--- src/rtl/ntt_bram_stream_reader_if.sv ---
// Handshake bundle between the coefficient reader,
// the BRAM read port and the downstream stream.
interface ntt_bram_stream_reader_if #(
  parameter int ADDR_W = 8,
  parameter int DATA_W = 16
) ();
  logic              start;
  logic              abort;
  logic              busy;
  logic              done;
  logic [ADDR_W-1:0] bram_addr;
  logic [DATA_W-1:0] bram_rdata;
  logic              m_valid;
  logic              m_ready;
  logic [DATA_W-1:0] m_data;
  logic [ADDR_W-1:0] m_index;
  logic              m_last;

  modport master (
    input  start, abort, bram_rdata, m_ready,
    output busy, done, bram_addr,
    output m_valid, m_data, m_index, m_last
  );

  modport slave (
    output start, abort, bram_rdata, m_ready,
    input  busy, done, bram_addr,
    input  m_valid, m_data, m_index, m_last
  );
endinterface

--- src/rtl/ntt_bram_stream_reader.sv ---
// Streams one N-point polynomial out of the coefficient
// BRAM through a 2-entry skid FIFO, optionally bit-reversed.
module ntt_bram_stream_reader #(
  parameter int ADDR_W = 8,
  parameter int DATA_W = 16,
  parameter int BITREV = 0
) (
  input logic clk,
  input logic rst,
  ntt_bram_stream_reader_if.master io_bus
);
  localparam logic [ADDR_W:0] L_LAST =
    {1'b0, {ADDR_W{1'b1}}};
  localparam logic [ADDR_W:0] L_ONE = 1;

  typedef enum logic [1:0] {
    S_IDLE,
    S_RUN,
    S_DONE
  } state_t;

  state_t            r_state;
  logic [ADDR_W:0]   r_iss_cnt;
  logic [ADDR_W:0]   r_out_cnt;
  logic              r_pend;
  logic [ADDR_W-1:0] r_pend_addr;
  logic [1:0]        r_cnt;
  logic [DATA_W-1:0] r_d0;
  logic [DATA_W-1:0] r_d1;
  logic [ADDR_W-1:0] r_i0;
  logic [ADDR_W-1:0] r_i1;
  logic              r_busy;
  logic              r_done;

  logic              w_valid;
  logic              w_pop;
  logic              w_issue;
  logic              w_final;
  logic [ADDR_W-1:0] w_rev;
  logic [ADDR_W-1:0] w_addr;

  always_comb begin
    w_rev = '0;
    for (int b = 0; b < ADDR_W; b++)
      w_rev[b] = r_iss_cnt[ADDR_W-1-b];
  end

  assign w_addr  = (BITREV != 0) ? w_rev
                 : r_iss_cnt[ADDR_W-1:0];
  assign w_valid = (r_cnt != 2'd0);
  assign w_pop   = w_valid & io_bus.m_ready;
  assign w_final = w_pop & (r_out_cnt == L_LAST);

  // Credit rule: data in FIFO plus read in flight never exceeds 2.
  assign w_issue = (r_state == S_RUN)
                 & ~r_iss_cnt[ADDR_W]
                 & (({1'b0, r_cnt} + {2'b0, r_pend})
                    <= (3'd1 + {2'b0, w_pop}));

  always_ff @(posedge clk or posedge rst) begin
    if (rst) begin
      r_state     <= S_IDLE;
      r_iss_cnt   <= '0;
      r_out_cnt   <= '0;
      r_pend      <= 1'b0;
      r_pend_addr <= '0;
      r_cnt       <= 2'd0;
      r_d0        <= '0;
      r_d1        <= '0;
      r_i0        <= '0;
      r_i1        <= '0;
      r_busy      <= 1'b0;
      r_done      <= 1'b0;
    end else begin
      r_done <= 1'b0;
      case (r_state)
        S_IDLE: begin
          r_pend <= 1'b0;
          r_cnt  <= 2'd0;
          if (io_bus.start && !io_bus.abort) begin
            r_state   <= S_RUN;
            r_busy    <= 1'b1;
            r_iss_cnt <= '0;
            r_out_cnt <= '0;
          end
        end
        S_RUN: begin
          if (io_bus.abort) begin
            r_state <= S_IDLE;
            r_busy  <= 1'b0;
            r_pend  <= 1'b0;
            r_cnt   <= 2'd0;
          end else begin
            r_pend <= w_issue;
            if (w_issue) begin
              r_pend_addr <= w_addr;
              r_iss_cnt   <= r_iss_cnt + L_ONE;
            end
            case ({r_pend, w_pop})
              2'b10: begin
                if (r_cnt == 2'd0) begin
                  r_d0 <= io_bus.bram_rdata;
                  r_i0 <= r_pend_addr;
                end else begin
                  r_d1 <= io_bus.bram_rdata;
                  r_i1 <= r_pend_addr;
                end
                r_cnt <= r_cnt + 2'd1;
              end
              2'b01: begin
                r_d0  <= r_d1;
                r_i0  <= r_i1;
                r_cnt <= r_cnt - 2'd1;
              end
              2'b11: begin
                if (r_cnt == 2'd1) begin
                  r_d0 <= io_bus.bram_rdata;
                  r_i0 <= r_pend_addr;
                end else begin
                  r_d0 <= r_d1;
                  r_i0 <= r_i1;
                  r_d1 <= io_bus.bram_rdata;
                  r_i1 <= r_pend_addr;
                end
              end
              default: ;
            endcase
            if (w_pop)
              r_out_cnt <= r_out_cnt + L_ONE;
            if (w_final) begin
              r_state <= S_DONE;
              r_done  <= 1'b1;
            end
          end
        end
        S_DONE: begin
          r_state <= S_IDLE;
          r_busy  <= 1'b0;
          r_pend  <= 1'b0;
          r_cnt   <= 2'd0;
        end
        default: begin
          r_state <= S_IDLE;
          r_busy  <= 1'b0;
        end
      endcase
    end
  end

  assign io_bus.busy      = r_busy;
  assign io_bus.done      = r_done;
  assign io_bus.bram_addr = w_addr;
  assign io_bus.m_valid   = w_valid;
  assign io_bus.m_data    = r_d0;
  assign io_bus.m_index   = r_i0;
  assign io_bus.m_last    = w_valid
                          & (r_out_cnt == L_LAST);
endmodule

--- src/flat_wrapper.sv ---
// flat-port wrapper written by rule: the top's interface ports become plain ports
module ntt_bram_stream_reader_flat 
#(
  parameter int ADDR_W = 8,
  parameter int DATA_W = 16,
  parameter int BITREV = 0
)
  (clk, rst, io_bus_start, io_bus_abort, io_bus_bram_rdata, io_bus_m_ready, io_bus_busy, io_bus_done, io_bus_bram_addr, io_bus_m_valid, io_bus_m_data, io_bus_m_index, io_bus_m_last);
  ntt_bram_stream_reader_if #(.ADDR_W(ADDR_W), .DATA_W(DATA_W)) io_bus_i ();
  input logic clk;
  input logic rst;
  input wire logic [$bits(io_bus_i.start)-1:0] io_bus_start;
  input wire logic [$bits(io_bus_i.abort)-1:0] io_bus_abort;
  input wire logic [$bits(io_bus_i.bram_rdata)-1:0] io_bus_bram_rdata;
  input wire logic [$bits(io_bus_i.m_ready)-1:0] io_bus_m_ready;
  output wire logic [$bits(io_bus_i.busy)-1:0] io_bus_busy;
  output wire logic [$bits(io_bus_i.done)-1:0] io_bus_done;
  output wire logic [$bits(io_bus_i.bram_addr)-1:0] io_bus_bram_addr;
  output wire logic [$bits(io_bus_i.m_valid)-1:0] io_bus_m_valid;
  output wire logic [$bits(io_bus_i.m_data)-1:0] io_bus_m_data;
  output wire logic [$bits(io_bus_i.m_index)-1:0] io_bus_m_index;
  output wire logic [$bits(io_bus_i.m_last)-1:0] io_bus_m_last;
  assign io_bus_i.start = io_bus_start;
  assign io_bus_i.abort = io_bus_abort;
  assign io_bus_i.bram_rdata = io_bus_bram_rdata;
  assign io_bus_i.m_ready = io_bus_m_ready;
  assign io_bus_busy = io_bus_i.busy;
  assign io_bus_done = io_bus_i.done;
  assign io_bus_bram_addr = io_bus_i.bram_addr;
  assign io_bus_m_valid = io_bus_i.m_valid;
  assign io_bus_m_data = io_bus_i.m_data;
  assign io_bus_m_index = io_bus_i.m_index;
  assign io_bus_m_last = io_bus_i.m_last;
  ntt_bram_stream_reader #(.ADDR_W(ADDR_W), .DATA_W(DATA_W), .BITREV(BITREV)) u_core (.clk(clk), .rst(rst), .io_bus(io_bus_i));
endmodule
--- config.mk ---
export PLATFORM = sky130hd
export DESIGN_NAME = ntt_bram_stream_reader_flat
export DESIGN_NICKNAME = d
export VERILOG_FILES = /design/src/rtl/ntt_bram_stream_reader_if.sv /design/src/rtl/ntt_bram_stream_reader.sv /design/src/flat_wrapper.sv
export SDC_FILE = /design/constraint.sdc
export NUM_CORES = 1
export LEC_CHECK = 0
export CAP_MARGIN = 5
export CORE_MARGIN = 2
export CORE_UTILIZATION = 35
export DETAILED_ROUTE_END_ITERATION = 10
export GPL_TIMING_DRIVEN = 0
export PLACE_DENSITY = 0.55
export SLEW_MARGIN = 0
export SYNTH_ARGS = -nofsm -noshare
export SYNTH_HDL_FRONTEND = slang
export SYNTH_SLANG_ARGS = --single-unit
export TNS_END_PERCENT = 1
--- constraint.sdc ---
create_clock -name clk -period 5.67 [get_ports clk]
set_input_delay 1.134 -clock clk [delete_from_list [all_inputs] [get_ports clk]]
set_output_delay 1.134 -clock clk [all_outputs]
set_load 0.02 [all_outputs]
==> results.md, run 1 <==
- Outcome: completed
- Via/cell ratio: 4.88
- IO Pins: 57
- Sw Share: 31.8%
- Syn Area/Cell: 11.3 um^2
- Worst Max-Slew Pin Slew: 0.580 ns
- Crit path DAT: 3.83 ns
- CTS Buffer Depth: 2
- Crit Path Max Fanout: 7
- Final Hold Viols: 0
- Setup TNS Final: 0 ns
- Area delta synth->final: 25.1%
- WP data required: 5.91 ns
- RSZ-0062 raised after global routing: false
- Netlist Area Pre-Place: 3840 um^2
- Largest area contributor in the netlist: dfrtp_1
- Gate power share: 28.3%
- Antenna violations before repair: 0
- Setup bufs post-CTS: 0
- Final ANT Viol Nets: 0
- PostCTS Resize Cnt: 0
- Ratio of final minimum period to clock period: 63.2%
- Number of flops mapped to enable cells by yosys: 0
- Final Skew: 0.0135 ns
- H-Tree Depth: 3
- CP Class: input pin to flip-flop
- Max Fclk: 279 MHz
- Synth Instances: 339
- Placed Instance Area: 4610 um^2
- Routed wire length: 7.73 mm
- Root buffer cell: clkbuf_8
- DRT Pass-1 Iters: 4
- Setup crit end kind: flip-flop
- Largest net degree at the start of global routing: 47
- Crit path max-delay cell type: clkdlybuf4s50_1
- Pwr Density: 343 nW/um^2
- Non-Filler Instances: 552
- Clk sinks: 81
- Synthesis-stage register bit count: 81
- First-pass GRT wire length: 13.1 mm
- Max incr delay on CP: 0.51 ns
- Ys Warns: 0
- Psw: 0.000524 W
- Initial Util: 35.6%
- Total CTS buffers: 9
- Die area: 11800 um^2
- Row count: 38
- Hold Crit Class: flip-flop to flip-flop
- Worst-path clk slew: 0.09 ns
- Main synth FF type: dfrtp_1
- Crit start category: input pin
- Total power: 0.00165 W
- Slew Limit Fails: 0
- DRT iter0 DRCs: 90
- Int Power: 0.00113 W
- Total number of vias: 2692
- Vias in the first global route: 2652
- Static Leak: 2.35 nW
- Ratio of cells with drive above 1 in the final layout: 18.9%
- Post-synthesis async set-or-reset flop share: 100%
- Inst Count DP: 536
- Tot GR Track Use: 14.2%
- Gr ovfl total: 0
- HPWL after detailed placement: 5.49 mm
- Clk_lat worst skew: 0.36 ns
- CP bufs+invs: 1
- Hold buffer count at cts: 0
- Mapped Nets: 369
- Endpoints failing setup: 0
- ANT cells: 0
- Placer Congestion: 0.778
- Chip width: 109 um
- Fin util: 44.6%
- NumNets Final: 437
- Post-synth top area share: 52.8%
- Crit-path cells: clkdlybuf4s50_1 -> nor2b_1 -> fa_1 -> or3b_2 -> a21oi_1 -> o21ai_1 -> a211o_1
- CTS tree: done
- DR WL/cell: 14.0 um
- Multi-input logic area: 1620 um^2
- CP delay by family, top: simple AND/OR/NAND/NOR gates
- Rel. slew slack: 60.8%
- Synth area leaders: dfrtp_1 (53%), mux2_2 (7.0%), mux2i_1 (6.5%), a21oi_1 (3.9%), nor2_1 (3.3%)
- Die H: 109 um
- Port Buf Inserts: 56
- Design area: 4810 um^2
- Final min period: 3.58 ns
- Drt drc: 0
- Storage cell area: 2030 um^2
- Max-cap violations: 0
- Sequential share of the synthesized area: 52.8%
- Clock share of power: 26.2%
- Peak supply drop: 0.141 mV
- Fillers: 1041
- Register share of total power: 45.5%
- Yosys cell types: 52
- Core area: 10800 um^2
==> through the flow <==
step	setup WS [ns]	hold slack [ns]
floorplan	2.42	0.449
global placement	1.04	0.466
detailed placement	1.71	0.471
CTS	2.09	0.494
global route	1.94	0.518
finish	2.09	0.492
==> cell usage after synthesis, drive strengths merged, types with 2 or more instances <==
library cell	instances
inv	12
nor3b	2
nand2	20
o31ai	4
or3b	2
dfrtp	81
o211ai	2
clkbuf	3
nor2b	4
a211o	2
nand3	7
mux2	30
xor2	4
nor3	7
a21oi	30
nand2b	2
xnor2	2
ha	8
o21ai	7
a21o	5
and2	2
nor2	34
a2bb2oi	2
o2111ai	2
buf	22
mux2i	25
==> flip-flops by register name, indices dropped and copies added, names as in the netlist <==
register / flops
u_core.io_bus.m_index: 8
u_core.r_pend_addr: 8
u_core.r_out_cnt: 9
u_core.io_bus.done: 1
u_core.r_pend: 1
u_core.r_iss_cnt: 9
u_core.r_d1: 16
u_core.r_i1: 8
u_core.r_state: 2
u_core.io_bus.m_data: 16
u_core.io_bus.busy: 1
u_core.r_cnt: 2
==> worst paths after layout <==
check | from | endpoint | slack, ns | depth (start not counted)
max | io_bus_m_ready | u_core.r_iss_cnt[6] | 2.09 | 7
min | u_core.r_out_cnt[8] | u_core.r_out_cnt[8] | 0.49 | 2
max reg2reg | u_core.r_cnt[1] | u_core.r_iss_cnt[6] | 2.64 | 8
min reg2reg | u_core.r_out_cnt[8] | u_core.r_out_cnt[8] | 0.49 | 2
max in group asynchronous | rst | u_core.r_i1[4] | 3.93 | 3
min in group asynchronous | rst | u_core.io_bus.m_data[10] | 1.15 | 2
==> power by group through the flow <==
| stage | Sequential [W] | Clock (W) | Combinational, W |
|---|---|---|---|
| floorplan | 0.000837 | 0 | 0.000171 |
| global placement | 0.000761 | 0 | 0.000466 |
| detailed placement | 0.000764 | 0 | 0.000473 |
| CTS | 0.000752 | 0.000445 | 0.000475 |
| global route | 0.000766 | 0.000473 | 0.000508 |
| finish | 0.000751 | 0.000433 | 0.000467 |
==> routing by layer <==
metal	wire [um]	part of all wire [%]	track usage [%]
met5	0	0	0
met4	85	1.1	5.13
met3	266	3.4	3.05
met2	3660	47	22.3
met1	3720	48	19.4
==> tightest hold or removal path, stage by stage, from the launching register on <==
cell and delay [ns]:
dfrtp_1 0.36, nand2_1 0.05, o31ai_1 0.05
==> cell usage in the layout (no fill, tap or decap), drive strengths merged, types with 4 or more instances in the layout <==
cell type | netlist | routed
dfrtp | 81 | 81
clkdlybuf4s50 | 0 | 56
nor2 | 34 | 34
a21oi | 30 | 30
mux2 | 30 | 30
mux2i | 25 | 25
buf | 22 | 23
nand2 | 20 | 20
inv | 12 | 15
clkbuf | 3 | 12
ha | 8 | 8
nor3 | 7 | 7
nand3 | 7 | 7
o21ai | 7 | 7
a21o | 5 | 5
nor2b | 4 | 4
xor2 | 4 | 4
o31ai | 4 | 4
==> kinds of logic (layout without fill, tap and decap cells) <==
logic type / after synthesis / after routing / share of synthesized area [%]
xor+xnor: 6 / 6 / 1.37
fa+ha+maj: 9 / 9 / 3.13
compound gates: 63 / 63 / 10.7
flops: 81 / 81 / 52.8
mux: 55 / 55 / 15.9
simple gates: 88 / 88 / 11.0
buf+inv: 37 / 110 / 5.14
==> final cells by class <==
cell class              instances  share of cell area [%]
plain buffers                  25                    3.17
clock inverters                 7                    1.59
inverters                      12                   0.989
clock buffers                   9                    2.58
multi-input cells             221                    33.6
well taps                     140                    3.64
repair buffers                 57                    12.2
flip-flops and latches         81                    42.2
No activity file was read; power rests on OpenSTA's default activity.
==> inputs of run 2 (changes only) <==
--- a/config.mk
+++ b/config.mk
@@ -10,7 +10,7 @@
 export CORE_UTILIZATION = 35
 export DETAILED_ROUTE_END_ITERATION = 10
 export GPL_TIMING_DRIVEN = 0
-export PLACE_DENSITY = 0.55
+export PLACE_DENSITY = 0.57
 export SLEW_MARGIN = 0
 export SYNTH_ARGS = -nofsm -noshare
 export SYNTH_HDL_FRONTEND = slang
==> constraint.sdc (replaced) <==
create_clock -name clk -period 3.2 [get_ports clk]
set_input_delay 0.64 -clock clk [delete_from_list [all_inputs] [get_ports clk]]
set_output_delay 0.64 -clock clk [all_outputs]
set_load 0.02 [all_outputs]
==> run 2 against run 1 <==
Sequential cell count did not move; routed wire length shrank 0.25%; combinational power grew 77%; clock skew shrank 0.00061 ns; cell count unchanged; core utilization barely moved; sequential power up 77%; worst setup slack got worse by 1.9 ns; largest cell class unchanged.
==> results.md, run 2 (synthesis gave the netlist of run 1 again) <==
- Outcome: completed
- Worst-path clk slew: 0.09 ns
- Gr ovfl total: 0
- CTS Buffer Depth: 2
- Static Leak: 2.35 nW
- Final min period: 3.03 ns
- Total CTS buffers: 9
- Final hold slack: 0.488 ns
- Die area: 11800 um^2
- Pwr Density: 607 nW/um^2
- WHS Path Cells: 2
- Max Fclk: 330 MHz
- First-pass GRT wire length: 13.1 mm
- Total number of vias: 2679
- Worst R2R End: u_core.r_iss_cnt[2]
- H-Tree Depth: 3
- NumNets Final: 437
- Reg2reg start: u_core.r_cnt[1]
- Via/cell ratio: 4.85
- DR WL/cell: 14.0 um
- Peak supply drop: 0.274 mV
- CTS tree: done
- Ratio of cells with drive above 1 in the final layout: 19.2%
- Final ANT Viol Nets: 0
- Final Skew: 0.0128 ns
- WP data required: 3.49 ns
- Cells on worst reg2reg path: 9
- Placed Instance Area: 4610 um^2
- Placer Congestion: 0.740
- Hold Path Origin: u_core.r_out_cnt[8]
- DRT iter0 DRCs: 107
- Port Buf Inserts: 56
- Fillers: 1025
- Setup bufs post-CTS: 0
- ANT cells: 0
- Final Hold Viols: 0
- Chip width: 109 um
- Clk_lat worst skew: 0.36 ns
- Core area: 10800 um^2
- Area delta synth->final: 25.2%
- HPWL after detailed placement: 5.39 mm
- Worst slack at placement: -0.297 ns
- Most frequent cells in the layout: dfrtp_1 (81), clkdlybuf4s50_1 (56), nor2_1 (34), a21oi_1 (30), mux2i_1 (25)
- Endpoints failing setup: 0
- Ratio of final minimum period to clock period: 94.8%
- Slew Limit Fails: 0
- RSZ-0062 raised after global routing: false
- Rel. slew slack: 60.8%
- Routed wire length: 7.71 mm
- Hold buffer count at cts: 0
- IO Pins: 57
- Drt drc: 0
- Crit start category: input pin
- Worst Max-Slew Pin Slew: 0.585 ns
- Largest net degree at the start of global routing: 50
- Crit path DAT: 3.33 ns
- Register-to-register setup slack: 0.24 ns
- Hold Crit Class: flip-flop to flip-flop
- Commonest non-fill, non-tap cell in the layout: dfrtp_1
- Setup TNS Final: 0 ns
- DRT Pass-1 Iters: 4
- Design area: 4810 um^2
- CP Class: input pin to flip-flop
- Root buffer cell: clkbuf_8
- Final worst-path setup slack: 0.168 ns
- Vias in the first global route: 2657
- Crit Path Max Fanout: 10
- Hold Path End: u_core.r_out_cnt[8]
- Die H: 109 um
- Setup crit end kind: flip-flop
- Antenna violations before repair: 0
- Clk sinks: 81
- Row count: 38
- Initial Util: 35.6%
- Tot GR Track Use: 14.2%
- Max-cap violations: 0
run 2: cell count changes in the layout (fill, tap and decap cells not counted):
cell / previous run / this run
clkinv_2: 1 / 0
clkinvlp_4: 2 / 4
inv_6: 3 / 2
nor2b_1: 4 / 3
nor2b_2: 0 / 1
run 2: layout make-up:
class	instances	area, um^2	area share [%]
sequential	81	2030	42.1
multi-input combinational	221	1620	33.7
timing repair buffer	57	588	12.2
tap	140	175	3.64
buffer	25	153	3.17
clock buffer	9	124	2.57
clock inverter	7	77.6	1.61
inverter	12	47.5	0.988
run 2: what timing repair did:
| item | 4_1_cts | 5_1_grt |
|---|---|---|
| setup endpoints to repair | 0 | 9 |
| hold endpoints to repair | 0 | 0 |
| resized for setup | 0 | 1 |
run 2: worst max-delay path by stage:
stage / cells past startpoint / endpoint / slack [ns] / startpoint
6_report: 8 / u_core.r_iss_cnt[2] / 0.17 / io_bus_m_ready
5_1_grt: 8 / u_core.r_iss_cnt[2] / 0.05 / io_bus_m_ready
3_3_place_gp: 2 / u_core.r_d1[0] / -0.93 / rst
2_1_floorplan: 8 / u_core.r_pend_addr[0] / 0.42 / u_core.r_cnt[1]
4_1_cts: 8 / u_core.r_iss_cnt[2] / 0.08 / io_bus_m_ready
3_5_place_dp: 7 / u_core.r_pend_addr[7] / -0.30 / io_bus_m_ready
run 2: worst max-delay path, cell delays in order:
cell and delay, ns:
clkdlybuf4s50_1 0.53, nor2b_2 0.28, fa_1 0.45, or3b_2 0.50
a211o_1 0.37, buf_4 0.19, nor3b_1 0.24, a21o_1 0.12
run 2: report_power, final:
| part | switching [W] | internal, W | total [W] |
|---|---|---|---|
| combinational | 0.000396 | 0.000429 | 0.000825 |
| sequential | 0.000131 | 0.00120 | 0.00133 |
| clock | 0.000399 | 0.000366 | 0.000765 |
run 2: through the flow:
step | utilization [%] | power (W) | instances
global route | 44.6 | 0.00309 | 552
CTS | 44.6 | 0.00296 | 552
finish | 44.6 | 0.00292 | 552
floorplan | - | 0.00178 | 339
global placement | 42.4 | 0.00217 | 535
detailed placement | 42.7 | 0.00218 | 536
run 2: routing by layer:
metal / vias to the layer above / routed length [um] / global-route usage (%) / part of all wire (%)
li1: 1317 / - / - / -
met4: 0 / 88 / 4.85 / 1.1
met3: 8 / 347 / 3.41 / 4.5
met1: 1303 / 3680 / 19.7 / 48
met5: - / 0 / 0 / 0
met2: 51 / 3590 / 21.8 / 47
